[config.mk]
export PLATFORM = sky130hd
export DESIGN_NAME = key_repeat_sched
export DESIGN_NICKNAME = d
export VERILOG_FILES = /design/src/rtl/key_repeat_sched.sv
export SDC_FILE = /design/constraint.sdc
export NUM_CORES = 1
export LEC_CHECK = 0
export ABC_AREA = 1
export CAP_MARGIN = 10
export CORE_MARGIN = 1
export CORE_UTILIZATION = 45
export DETAILED_ROUTE_END_ITERATION = 12
export DONT_BUFFER_PORTS = 1
export PLACE_DENSITY = 0.73
export SYNTH_ARGS = -nofsm -noshare
export SYNTH_HDL_FRONTEND = slang
export SYNTH_SLANG_ARGS = --single-unit
[constraint.sdc]
create_clock -name CLK -period 1.23 [get_ports CLK]
set_input_delay 0.1845 -clock CLK [delete_from_list [all_inputs] [get_ports CLK]]
set_output_delay 0.1845 -clock CLK [all_outputs]
set_load 0.03 [all_outputs]
[src/rtl/key_repeat_sched.sv]
`default_nettype none
// ============================================================================
//  Module   : key_repeat_sched
//  Purpose  : Arbitrates N debounced key levels (lowest index wins) and emits
//             one press event for the owning key, followed after an initial
//             hold delay by periodic repeat events until the key is released.
//             All timing advances only on the prescaler tick CE.
//  Options  : KEY_RELEASE_EV_EN - when defined, KEY_REL pulses for one CLK
//             after the owner's release is detected; otherwise KEY_REL is 0.
//  Revision : 1.0 - initial release
// ============================================================================
module key_repeat_sched #(
  parameter int KEYS_NUM     = 4,
  parameter int ID_BITS      = 2,
  parameter int CNT_BITS     = 4,
  parameter int DELAY_TICKS  = 10,
  parameter int REPEAT_TICKS = 3
) (
  input  logic                CLK,
  input  logic                CLR,
  input  logic                CE,
  input  logic [KEYS_NUM-1:0] KEY_LVL,
  output logic                KEY_EV,
  output logic                KEY_REP,
  output logic [ID_BITS-1:0]  KEY_ID,
  output logic                KEY_REL,
  output logic                BUSY
);

  localparam logic [1:0] c_ST_IDLE     = 2'd0;
  localparam logic [1:0] c_ST_HOLD_DLY = 2'd1;
  localparam logic [1:0] c_ST_HOLD_REP = 2'd2;

  // Reload values are "ticks minus one" so the event fires when the count hits 0.
  localparam logic [CNT_BITS-1:0] c_DELAY_LOAD  = CNT_BITS'(DELAY_TICKS - 1);
  localparam logic [CNT_BITS-1:0] c_REPEAT_LOAD = CNT_BITS'(REPEAT_TICKS - 1);
  localparam logic [CNT_BITS-1:0] c_CNT_ONE     = CNT_BITS'(1);

  logic [1:0]          r_state;
  logic [CNT_BITS-1:0] r_cnt;
  logic [ID_BITS-1:0]  r_owner;

  logic                w_any_key;
  logic [ID_BITS-1:0]  w_pick_id;
  logic                w_owner_held;
  logic                w_holding;

  // Priority encoder: scan downward so the lowest set index is the final winner.
  always_comb begin
    w_pick_id = '0;
    for (int i = KEYS_NUM - 1; i >= 0; i--) begin
      if (KEY_LVL[i]) begin
        w_pick_id = ID_BITS'(i);
      end
    end
  end

  // Level of the current owner; a compare loop keeps the select in range for
  // any KEYS_NUM, including non-powers of two.
  always_comb begin
    w_owner_held = 1'b0;
    for (int i = 0; i < KEYS_NUM; i++) begin
      if (r_owner == ID_BITS'(i)) begin
        w_owner_held = KEY_LVL[i];
      end
    end
  end

  assign w_any_key = |KEY_LVL;
  assign w_holding = (r_state == c_ST_HOLD_DLY) || (r_state == c_ST_HOLD_REP);

  // Main scheduler: ownership, hold/repeat counting and event generation.
  always_ff @(posedge CLK or negedge CLR) begin
    if (!CLR) begin
      r_state <= c_ST_IDLE;
      r_cnt   <= '0;
      r_owner <= '0;
      KEY_EV  <= 1'b0;
      KEY_REP <= 1'b0;
      KEY_ID  <= '0;
      BUSY    <= 1'b0;
    end else begin
      // Events are single-cycle pulses; only a CE edge can raise them again.
      KEY_EV <= 1'b0;
      if (CE) begin
        case (r_state)
          c_ST_IDLE: begin
            if (w_any_key) begin
              r_owner <= w_pick_id;
              KEY_ID  <= w_pick_id;
              KEY_EV  <= 1'b1;
              KEY_REP <= 1'b0;
              r_cnt   <= c_DELAY_LOAD;
              r_state <= c_ST_HOLD_DLY;
              BUSY    <= 1'b1;
            end
          end
          c_ST_HOLD_DLY,
          c_ST_HOLD_REP: begin
            // Release wins over a repeat that falls due on the same tick.
            if (!w_owner_held) begin
              r_state <= c_ST_IDLE;
              BUSY    <= 1'b0;
            end else if (r_cnt == '0) begin
              KEY_EV  <= 1'b1;
              KEY_REP <= 1'b1;
              r_cnt   <= c_REPEAT_LOAD;
              r_state <= c_ST_HOLD_REP;
            end else begin
              r_cnt <= r_cnt - c_CNT_ONE;
            end
          end
          default: begin
            r_state <= c_ST_IDLE;
            BUSY    <= 1'b0;
          end
        endcase
      end
    end
  end

`ifdef KEY_RELEASE_EV_EN
  logic r_rel;

  // Release pulse: one CLK after the tick that sees the owner let go.
  always_ff @(posedge CLK or negedge CLR) begin
    if (!CLR) begin
      r_rel <= 1'b0;
    end else begin
      r_rel <= CE && w_holding && !w_owner_held;
    end
  end

  assign KEY_REL = r_rel;
`else
  logic w_unused_holding;

  assign w_unused_holding = w_holding;
  assign KEY_REL          = 1'b0;
`endif

endmodule
`default_nettype wire

# --- Yosys cells after proc, flatten, opt, wreduce, memory -nomap -nowiden ---
# Cells that the tools add are included.
totals:
  elab_cells: 56
  ff_bits: 11
op_classes:
  reduce_logical: 11
  mux: 28
  eq_ne: 10
  addsub: 1
ops:
  columns: ["operator", "n"]
  rows:
  - ["$mux 2", 7]
  - ["$mux 1", 13]
  - ["$mux 4", 3]
  - ["$reduce_and 3->1", 3]
  - ["$ne 2x2->1 const B", 4]
  - ["$pmux 4 s2", 1]
  - ["$eq 2x2->1 const B", 3]
  - ["$pmux 1 s2", 3]
  - ["$reduce_and 5->1", 1]
  - ["$eq 2x1->1 const B", 2]
  - ["$logic_not 2->1", 2]
  - ["$logic_not 4->1", 1]
  - ["$pmux 2 s2", 1]
  - ["$reduce_and 4->1", 1]
  - ["$reduce_or 4->1", 1]
  - ["$sub 4x1->4 const B", 1]
  - ["$ne 3x3->1 const B", 1]
  - ["$reduce_bool 2->1", 1]
  - ["$reduce_or 2->1", 1]

# --- Depth between registers and ports, before layout ---
# Gate-level depths: netlist of run 1.
logic_depth:
  depth_word: 8
  ltp_mapped: 9

# --- Least setup slack after synthesis of run 1 ---
# No wires, ideal clock.
synth_timing:
  kind: "flip-flop to flip-flop"
  startpoint: "register r_state[0]"
  endpoint: "register r_cnt[1]"
  t_arrival_ns: 1.239
  synth_period_minus_slack_ns: 1.357
  setup_ns: 0.117
  path_stages_with_launch: 8
  slack_ns: -0.127
  cell_sequence: "dfrtp_1 > inv_1 > ha_1 > nor2_1 > nor2_4 > nand2_4 > nand2_1 > o21ai_2"
synth_between:
  elab_chain_cells: 4
  elab_cells_between_ends: 9
  cone_classes: "eq/ne: 4; mux: 1; reduce/logical: 4"
synth_lines:
  columns: ["item", "line", "text"]
  rows:
  - ["from (decl)", "39", "logic [1:0] r_state;"]
  - ["from (signal assigned)", "75", "r_state <= c_ST_IDLE;"]
  - ["from (signal assigned)", "94", "r_state <= c_ST_HOLD_DLY;"]
  - ["from (signal assigned)", "102", "r_state <= c_ST_IDLE;"]
  - ["$eq 2x1->1 / $eq 2x2->1 (equally long branches)", "86", "case (r_state)"]
  - ["$reduce_or 2->1", "86", null]
  - ["$ne 2x2->1 (no line) / $reduce_bool 2->1 (equally long branches)", null, null]
  - ["$reduce_and 4->1 (no line)", null, null]
  - ["to (signal assigned)", "93", "r_cnt <= c_DELAY_LOAD;"]
  - ["to (signal assigned)", "107", "r_cnt <= c_REPEAT_LOAD;"]
  - ["to (signal assigned)", "110", "r_cnt <= r_cnt - c_CNT_ONE;"]
  - ["to (decl)", "40", "logic [CNT_BITS-1:0] r_cnt;"]
# Several ways; a longest one is shown, not always the timed one.
# A chain may end at the register's enable or synchronous reset.

# --- Worst setup path after layout of run 1 ---
layout_timing:
  startpoint: "register r_state[1]"
  endpoint: "register r_cnt[1]"
# Same word-level chain as after synthesis.

==> reports/summary.txt, run 1 <==
Diode count - 0
Placer Congestion - 0.803
Antenna Nets Post-Route - 0
Crit path cell chain - inv_2 > ha_4 > nand3_4 > nand2_4 > nor2_4 > nand2_4 > nand2_2 > o21ai_2
Root Driver - clkbuf_4
Share of layout cells above drive strength 1 - 42.7%
Sequential share of the synthesized area - 35.9%
IR drop worst, VDD - 1310 uV
Grt total ovfl - 0
CP max stage delay - 390 ps
Most common library cell in the layout ignoring fill and taps - nand2_1
WP data arrival - 1460 ps
Area growth from synthesis to layout - 33.8%
# rows - 14
Period utilization - 105%
Die Ht - 43.3 microns
Highest clock rate - 0.777 GHz
Measured slew at the worst slew-check pin - 542 ps
Final hold violations - 0
Initial Util - 49.8%
Final Util - 66.6%
Reg clk slew, reported paths - 80 ps
Dpl hpwl - 1250 microns
Slowest CP cell - dfrtp_1
Top delay family on crit path - simple AND/OR/NAND/NOR gates
Max cap viols - 0
Unrepaired setup endpoints after global routing - yes
Num CTS Buffers - 3
CTS tree - done
Mapped cell area - 767 sq um
Final Skew - 9.16 ps
Fin. max-slew vios - 0
Outcome - complete, but fails checks
Tmin final - 1290 ps
Setup TNS - -268 ps
CP endpoint kind - flip-flop
CP Launch Type - flip-flop
Design Area, Final - 1030 sq um
Vias/cell - 5.21
Clk buf depth - 2
DP Area - 890 sq um
Filler instances - 118
Die W - 43.3 microns
Slew HR - 63.8%
Syn nets - 117
PortBufs - 0
Sink Count - 11
Via count - 730
Buf+Inv Stages, Crit Path - 1
Commonest non-fill, non-tap cells in the layout - nand2_1, buf_4, dfrtp_1, nand3_1
Synth cell types - 22
All-Layer GR Usage - 22.9%
Largest net degree at the start of global routing - 12
Final setup viols - 7
# DRC - 0
Detailed Routing Iterations Pass 1 - 4
Maximum fanout along the worst path - 6
Nets - 136
Initial antenna violation count - 0
Cells after synthesis - 106
Number of global-route vias before repair - 754
Wire per inst - 14.0 microns
Violated checks - setup timing
DRT iter0 DRCs - 19
H-tree depth - 1
IO Count - 13
WL final - 1960 microns
Worst EP required - 1400 ps
Final worst slack - -56.7 ps
Leak - 0.000518 uW
Global-route wire length before repair - 3180 microns
Yosys Warn Count - 0
Seq cells post-synth - 11
PD cells - 2810 nW/um^2
Die area - 1870 sq um
Post-Syn Area per Cell - 7.24 sq um
Worst min path class - input port to flip-flop
Most used cell, CP - nand2_4
Worst-Skew Late Latency - 280 ps
Core Area - 1540 sq um
R2R setup slack - -60 ps
Setup CP Type - flip-flop to flip-flop
==> cells in the mapped netlist (all sizes together) <==
cell	instances	area (sq um)
dfrtp	11	275
conb	1	3.75
nand4	1	6.26
a21oi	4	23.8
inv	16	60.1
nand2	39	174
nand3	13	70.1
o21ai	5	36.3
nor2	9	43.8
o31ai	1	7.51
ha	4	50.1
buf	1	7.51
xor2	1	8.76
==> metrics by stage <==
stage / power [uW] / hold WS, ps / cells / setup WS [ps]
global route: 3100 / 33.5 / 140 / -124
global placement: 2240 / -111 / 132 / -40.2
CTS: 2690 / 32.3 / 138 / -27.1
finish: 2880 / 23.4 / 140 / -56.7
detailed placement: 2290 / -111 / 132 / -80.1
floorplan: 1820 / -111 / 106 / -2.64
==> kinds of logic after synthesis <==
| kind of cell | share of synthesized area, % |
|---|---|
| compound gates | 8.81 |
| xor+xnor | 1.14 |
| fa+ha+maj | 6.53 |
| buf+inv | 8.81 |
| flops | 35.9 |
| other cells | 0.489 |
| simple gates | 38.3 |
==> timing repair <==
item | in CTS | in global routing
hold endpoints to repair | 12 | 0
gates resized for setup | 11 | 12
pin swaps | 9 | 7
hold buffers | 2 | 0
buffers inserted | 0 | 2
endpoints found under the setup margin | 8 | 10
==> path summary, 6_finish.rpt <==
kind,start,to,cells after the start
max,r_state[1],r_cnt[1],8
min,CE,KEY_EV,2
max reg2reg,r_state[1],r_cnt[1],8
min reg2reg,r_cnt[3],r_cnt[3],2
max in group asynchronous,CLR,r_owner[0],1
min in group asynchronous,CLR,BUSY,1
==> where the power goes <==
| group | switching, uW | leakage, uW | internal (uW) |
|---|---|---|---|
| clock network | 144 | 0.0000150 | 126 |
| registers | 209 | 0.000138 | 513 |
| logic | 1090 | 0.000365 | 792 |
| total | 1450 | 0.000518 | 1430 |
==> registers in the layout, indices dropped and copies added (netlist names) <==
name     flops
r_cnt        4
r_owner      2
r_state      2
BUSY         1
KEY_EV       1
KEY_REP      1
==> layer usage <==
metal	wire length [microns]	up-vias	track usage (%)
li1	-	366	-
met4	54	0	10.9
met1	867	338	30.4
met2	959	19	36.4
met3	77	7	2.98
met5	0	-	0
==> final cells by class <==
type	instances	area, sq um	share of cell area [%]
Sequential cell	11	277	27.0
Inverter	16	60.1	5.85
Tap cell	16	20.0	1.95
Clock buffer	4	26.3	2.56
Timing Repair Buffer	15	118	11.5
Multi-Input combinational cell	78	526	51.2
(Power assumes the default switching activity.)
==> inputs of run 2 (changes only) <==
SETUP_SLACK_MARGIN = 0.4   (was default)
==> run 2 against run 1 <==
Compared with the run above:
- the flow still finishes with violations (setup timing)
- clock skew shrank 2.9 ps
- worst setup slack lost 3.2 ps
- utilization grew 4.6 points
- non-clock buffer count grew 1
- via count grew 4.5%
- critical path depth shrank 1
- maximum frequency shrank 0.25%
- die area is the same
- routed wire length grew 2.5%
==> reports/summary.txt, run 2 (synthesis results as in run 1) <==
IO Count - 13 (unchanged)
Highest clock rate - 0.775 GHz (-0.25%)
Power Internal - 1620 uW (+13%)
Tmin final - 1290 ps (+3.19 ps)
Switching power share of the total - 49.5% (-0.76 points)
Share of layout cells above drive strength 1 - 56.0% (+13 points)
WL final - 2010 microns (+2.5%)
Global-route wire length before repair - 3090 microns (-2.8%)
Initial antenna violation count - 0 (unchanged)
Leak - 0.000535 uW (+3.3%)
Root Driver - clkbuf_4
Core Area - 1540 sq um (unchanged)
R2R setup slack - -60 ps (about the same)
Final Skew - 6.30 ps (-2.86 ps)
IR drop worst, VDD - 1690 uV (+29%)
Worst EP required - 1380 ps (-20 ps)
Num CTS Buffers - 3 (unchanged)
Most common library cell in the layout ignoring fill and taps - nand2_1
CP endpoint kind - flip-flop
Max cap viols - 0 (unchanged)
Grt total ovfl - 0 (unchanged)
Sequential share of power - 23.1% (-2.0 points)
Antenna Nets Post-Route - 0 (unchanged)
Outcome - complete, but fails checks
Placed cell count - 130 (-1.5%)
Final setup viols - 7 (unchanged)
Unrepaired setup endpoints after global routing - yes
DRT iter0 DRCs - 34 (+15)
Violated checks - setup timing
Number of global-route vias before repair - 714 (-5.3%)
H-tree depth - 1 (unchanged)
NetSw - 1590 uW (+9.9%)
Combinational Power Share - 68.9% (+3.4 points)
Biggest register - r_cnt
End point of the critical path - r_cnt[0]
Setup CP Type - flip-flop to flip-flop
Clock Power Share - 8.1% (-1.3 points)
PD cells - 2930 nW/um^2 (+4.3%)
Commonest non-fill, non-tap cells in the layout - nand2_1, nand2_2, buf_4
# DRC - 0 (unchanged)
Vias/cell - 5.41 (+3.8%)
Measured slew at the worst slew-check pin - 500 ps (-41.5 ps)
Clk buf depth - 2 (unchanged)
Max FFs per register - 4 (unchanged)
R2r endpoint - r_cnt[0]
Die Ht - 43.3 microns (unchanged)
Nets - 137 (+0.74%)
Die area - 1870 sq um (unchanged)
Final hold violations - 0 (unchanged)
CP Launch Type - flip-flop
Initial Util - 49.8% (unchanged)
Placer Congestion - 0.815 (+1.5%)
PortBufs - 0 (unchanged)
All-Layer GR Usage - 21.5% (-1.4 points)
Slew HR - 66.5% (+2.8 points)
Die W - 43.3 microns (unchanged)
CTS tree - done
Sink Count - 11 (unchanged)
Critical R2R Launch - r_state[1]
Post-Place Setup Slack - -64.9 ps (+15.2 ps)
Diode count - 0 (unchanged)
Worst setup startpoint - r_state[1]
Worst-Skew Late Latency - 270 ps (about the same)
Layout Cells excl Fill - 141 (+0.71%)
WP data arrival - 1440 ps (-20 ps)
Detailed Routing Iterations Pass 1 - 4 (unchanged)
Worst Reg2Reg Path Length in Cells - 7 (-1)
Area growth from synthesis to layout - 43.1%
Reg clk slew, reported paths - 80 ps (about the same)
Period utilization - 105% (+0.26 points)
Fin. max-slew vios - 0 (unchanged)
# rows - 14 (unchanged)
Largest net degree at the start of global routing - 12 (unchanged)
Wire per inst - 14.2 microns (+1.7%)
Top flop regs - r_cnt x4, r_owner x2, r_state x2
Via count - 763 (+4.5%)
Dpl hpwl - 1310 microns (+4.7%)
Worst min path class - input port to flip-flop
Maximum fanout along the worst path - 6 (unchanged)
Final worst slack - -59.9 ps (-3.19 ps)
-- run 2: cell types whose count changed in the layout (fill, tap and decap cells not counted), moves of 2 or more --
cell,before,now
nand2_1,26,20
nand3_1,10,6
nor2_4,3,5
nand3_2,1,6
buf_4,13,9
dfrtp_2,1,5
dfrtp_1,10,6
buf_6,0,5
nand2_2,9,15
-- run 2: cell type report --
type	count	area (sq um)
multi-input combinational	78	566
fill	114	444
timing repair buffer	16	144
inverter	16	60.1
tap	16	20.0
clock buffer	4	26.3
sequential	11	282
-- run 2: per-layer routing --
layer  track usage, %  routed length (microns)  vias to the layer above
met5                0                        0                        -
met4             3.64                       14                        0
li1                 -                        -                      366
met3             3.40                       93                        5
met2             37.9                     1020                       27
met1             27.6                      882                      365
-- run 2: worst min path at each step --
| stage | slack [ps] | cells after the start | endpoint | from |
|---|---|---|---|---|
| after floorplan | -110 | 0 | BUSY | CLR |
| after global placement | -110 | 0 | r_owner[0] | CLR |
| after detailed placement | -110 | 0 | r_owner[0] | CLR |
| after CTS | 40 | 2 | KEY_EV | CE |
| after global routing | 50 | 2 | KEY_EV | CE |
| final | 30 | 2 | KEY_EV | CE |
-- run 2: power groups by stage --
stage,Clock [uW],Sequential [uW],Combinational [uW]
finish,259,741,2210
global route,274,751,2380
CTS,257,729,1880
detailed placement,0,729,1690
global placement,0,722,1650
floorplan,0,770,1200
-- run 2: metrics by stage --
step	util (%)	hold WS, ps	cell area [sq um]	power [uW]	setup TNS, ps
2_1_floorplan	-	-111	827	1970	0
3_3_place_gp	58.8	-111	907	2380	-94.3
3_5_place_dp	58.8	-111	907	2420	-195
4_1_cts	65.7	39.7	1010	2870	-177
5_1_grt	71.2	46.2	1100	3410	-851
6_report	71.2	32.0	1100	3210	-369
-- run 2: worst max-delay path: stages (launching register included) --
cell and delay, ps:
dfrtp_1 360, inv_2 50, ha_4 300, nor2_4 50
nor2_4 170, nand2_4 110, nand2_2 60, o21ai_1 60
-- run 2: what timing repair did --
item,4_1_cts,5_1_grt
setup buffers,3,2
gates resized for setup,10,23
hold buffers,2,0
endpoints found under the hold margin,12,0
pin swaps,6,11
setup endpoints to repair,16,16
==> inputs of run 3 (changes only) <==
ABC_AREA = default   (was 1)
PLACE_DENSITY = default   (was 0.73)
REMOVE_ABC_BUFFERS = 1   (was default)
==> run 3 against run 2 <==
Compared with the run above:
- the flow finishes with violations (hold timing, setup timing)
- sequential share of layout area up 2.9 points
- largest power group unchanged
- area after synthesis down 6.9%
- sequential power fell by 3.8%
- hold slack worse by 110 ps
- first-iteration DRC count is 44% lower
- routed wire length shrank 14%
- die area down 6.5%
- total power down 22%
- clock power rose by 6%
- clock skew about the same
- critical path depth shrank 1
==> reports/summary.txt, run 3 <==
Final Util - 65.4% (-5.8 points)
Final setup viols - 9 (+2)
Leading cell types by count after synthesis - dfrtp_1, inv_1, nor2_1
Largest net degree at the start of global routing - 12 (unchanged)
Core Area - 1490 sq um (-3.4%)
R2R setup slack - -320 ps (-260 ps)
Diode count - 0 (unchanged)
Period utilization - 126% (+21 points)
Final worst slack - -319 ps (-259 ps)
Highest clock rate - 0.646 GHz (-17%)
H-tree depth - 1 (unchanged)
Synth area leader - dfrtp_1
Slowest CP cell - dfrtp_1
Yosys Warn Count - 0 (unchanged)
# rows - 14 (unchanged)
Count leader, synth - dfrtp_1
Sequential share of the synthesized area - 38.5% (+2.6 points)
CP endpoint kind - flip-flop
Buf+Inv Stages, Crit Path - 2 (+1)
Nets - 105 (-23%)
Worst setup startpoint - r_state[1]
WL final - 1720 microns (-14%)
Placer Congestion - 0.812 (-0.44%)
Post-Place Setup Slack - -463 ps (-398 ps)
DRT iter0 DRCs - 19 (-44%)
Wire per inst - 15.8 microns (+11%)
Commonest register cell after synthesis - dfrtp_1
Cts-stage hold buffer count - 3 (+1)
Detailed Routing Iterations Pass 1 - 4 (unchanged)
Antenna Nets Post-Route - 0 (unchanged)
EDFF count, synth - 0 (unchanged)
Share of layout cells above drive strength 1 - 43.0% (-13 points)
CTS tree - done
End point of the critical path - r_cnt[3]
Grt total ovfl - 0 (unchanged)
Final hold violations - 11 (+11)
Max FFs per register - 4 (unchanged)
Vias/cell - 5.99 (+11%)
R2r endpoint - r_cnt[3]
Measured slew at the worst slew-check pin - 514 ps (+13.8 ps)
Post-Syn Area per Cell - 9.79 sq um (+35%)
Biggest register - r_cnt
Seq cells post-synth - 11 (unchanged)
Setup CP Type - flip-flop to flip-flop
Worst Reg2Reg Path Length in Cells - 6 (-1)
Unrepaired setup endpoints after global routing - yes
WHS - -81.8 ps (-114 ps)
Initial Util - 48.0% (-1.8 points)
Violated checks - hold timing, setup timing
Root Driver - clkbuf_4
Synth cell types - 39 (+77%)
IO Count - 13 (unchanged)
Synth top area cells - dfrtp_1, ha_1, a2bb2oi_1
CP max stage delay - 380 ps (+20 ps)
Sink Count - 11 (unchanged)
Reg clk slew, reported paths - 80 ps (about the same)
Dpl hpwl - 1120 microns (-14%)
Ys async rst share - 100% (unchanged)
CP Launch Type - flip-flop
Die W - 41.8 microns (-3.3%)
Commonest non-fill, non-tap cells in the layout - dfrtp_1, buf_4, buf_6
PD cells - 2570 nW/um^2 (-12%)
Global-route wire length before repair - 2650 microns (-14%)
Yosys top cell area share - 38.5% (+2.6 points)
Leak - 0.000427 uW (-20%)
Maximum fanout along the worst path - 3 (-3)
Cells after synthesis - 73 (-31%)
Crit path cell chain - inv_2 > ha_4 > buf_6 > and2b_1 > o21a_2 > a22o_1
WP data arrival - 1730 ps (+290 ps)
Tmin final - 1550 ps (+259 ps)
IR drop worst, VDD - 1710 uV (+1.3%)
Top flop regs - r_cnt x4, r_owner x2, r_state x2
Die area - 1750 sq um (-6.5%)
Top delay family on crit path - compound AO/OA/AOI/OAI gates
Clk buf depth - 2 (unchanged)
Fin. max-slew vios - 0 (unchanged)
Initial antenna violation count - 0 (unchanged)
Via count - 653 (-14%)
Number of global-route vias before repair - 602 (-16%)
Final Skew - 6.30 ps (+0.00571 ps)
Die Ht - 41.8 microns (-3.3%)
Slew HR - 65.7% (-0.81 points)
Critical R2R Launch - r_state[1]
Area growth from synthesis to layout - 36.3%
Mapped cell area - 714 sq um (-6.9%)
Worst min path class - input port to asynchronous set/reset pin
# DRC - 0 (unchanged)
All-Layer GR Usage - 21.2% (-0.26 points)
Worst-Skew Late Latency - 290 ps (+20 ps)
Critical path depth in cells - 6 (-1)
Outcome - complete, but fails checks
Num CTS Buffers - 3 (unchanged)
Worst EP required - 1420 ps (+40 ps)
PortBufs - 0 (unchanged)
Max cap viols - 0 (unchanged)
==> run 3: cell types whose count changed after synthesis, moves of 2 or more <==
cell	change
mux2i_1	+2
nand2_4	-2
a31oi_1	+3
nand2_1	-27
o21ai_2	-3
nand2_2	-4
a2bb2oi_1	+3
nand3_1	-11
inv_1	-9
buf_6	+2
==> run 3: final cells by class <==
class                   count  area (sq um)
clock buffers               4          26.3
repair buffers             19           179
inverters                   7          26.3
flip-flops and latches     11           278
multi-input cells          52           444
fillers                   114           515
well taps                  16          20.0
==> run 3: worst min path at each step <==
stage,start,endpoint,slack (ps),depth (start not counted)
2_1_floorplan,CLR,BUSY,-110,0
3_3_place_gp,CLR,r_cnt[3],-110,0
3_5_place_dp,CLR,r_cnt[3],-110,0
4_1_cts,CE,r_owner[0],0.4,1
5_1_grt,CLR,r_cnt[1],-8,1
6_report,CLR,r_cnt[1],-80,1
==> run 3: report_power, final <==
part / switching [uW] / leakage, uW / internal (uW)
Sequential: 195 / 0.000129 / 517
Combinational: 706 / 0.000284 / 811
Clock: 148 / 0.0000150 / 126
==> run 3: cell families (layout without fill, tap and decap cells) <==
family	Yosys count	in the layout	share of synthesized area, %
other cells	1	1	0.525
fa+ha+maj	4	4	7.01
flops	11	11	38.5
mux	2	2	2.80
buf+inv	10	30	7.88
simple gates	23	23	18.0
compound gates	22	22	25.2
==> run 3: worst reg2reg max path, cell delays in order (launching register included) <==
cell	delay [ps]
dfrtp_1	380
inv_2	60
ha_4	280
buf_6	90
and2b_1	200
o21a_2	240
a22o_1	200
==> run 3: repair_timing <==
item / CTS / global route
setup endpoints to repair: 16 / 18
resized for setup: 11 / 10
pin swaps: 4 / 7
hold endpoints to repair: 13 / 11
setup buffers: 2 / 4
cloned: 0 / 0
==> run 3: stage by stage <==
step / power [uW] / hold WS (ps) / std cells / setup TNS [ps] / instance area (sq um)
6_report: 2500 / -81.8 / 109 / -2390 / 973
4_1_cts: 2230 / 0.418 / 105 / -2470 / 892
2_1_floorplan: 1380 / -111 / 70 / -3260 / 684
3_5_place_dp: 1740 / -111 / 96 / -3540 / 779
5_1_grt: 2650 / -8.06 / 109 / -2960 / 973
3_3_place_gp: 1720 / -111 / 96 / -3320 / 779
==> run 3: per-layer routing <==
metal	routed length [microns]	part of all wire, %	up-vias	global-route usage [%]
met5	0	0	-	0
met4	48	2.8	0	16.1
met3	97	5.6	5	3.91
met2	816	48	29	30.0
met1	754	44	310	28.5
li1	-	-	309	-
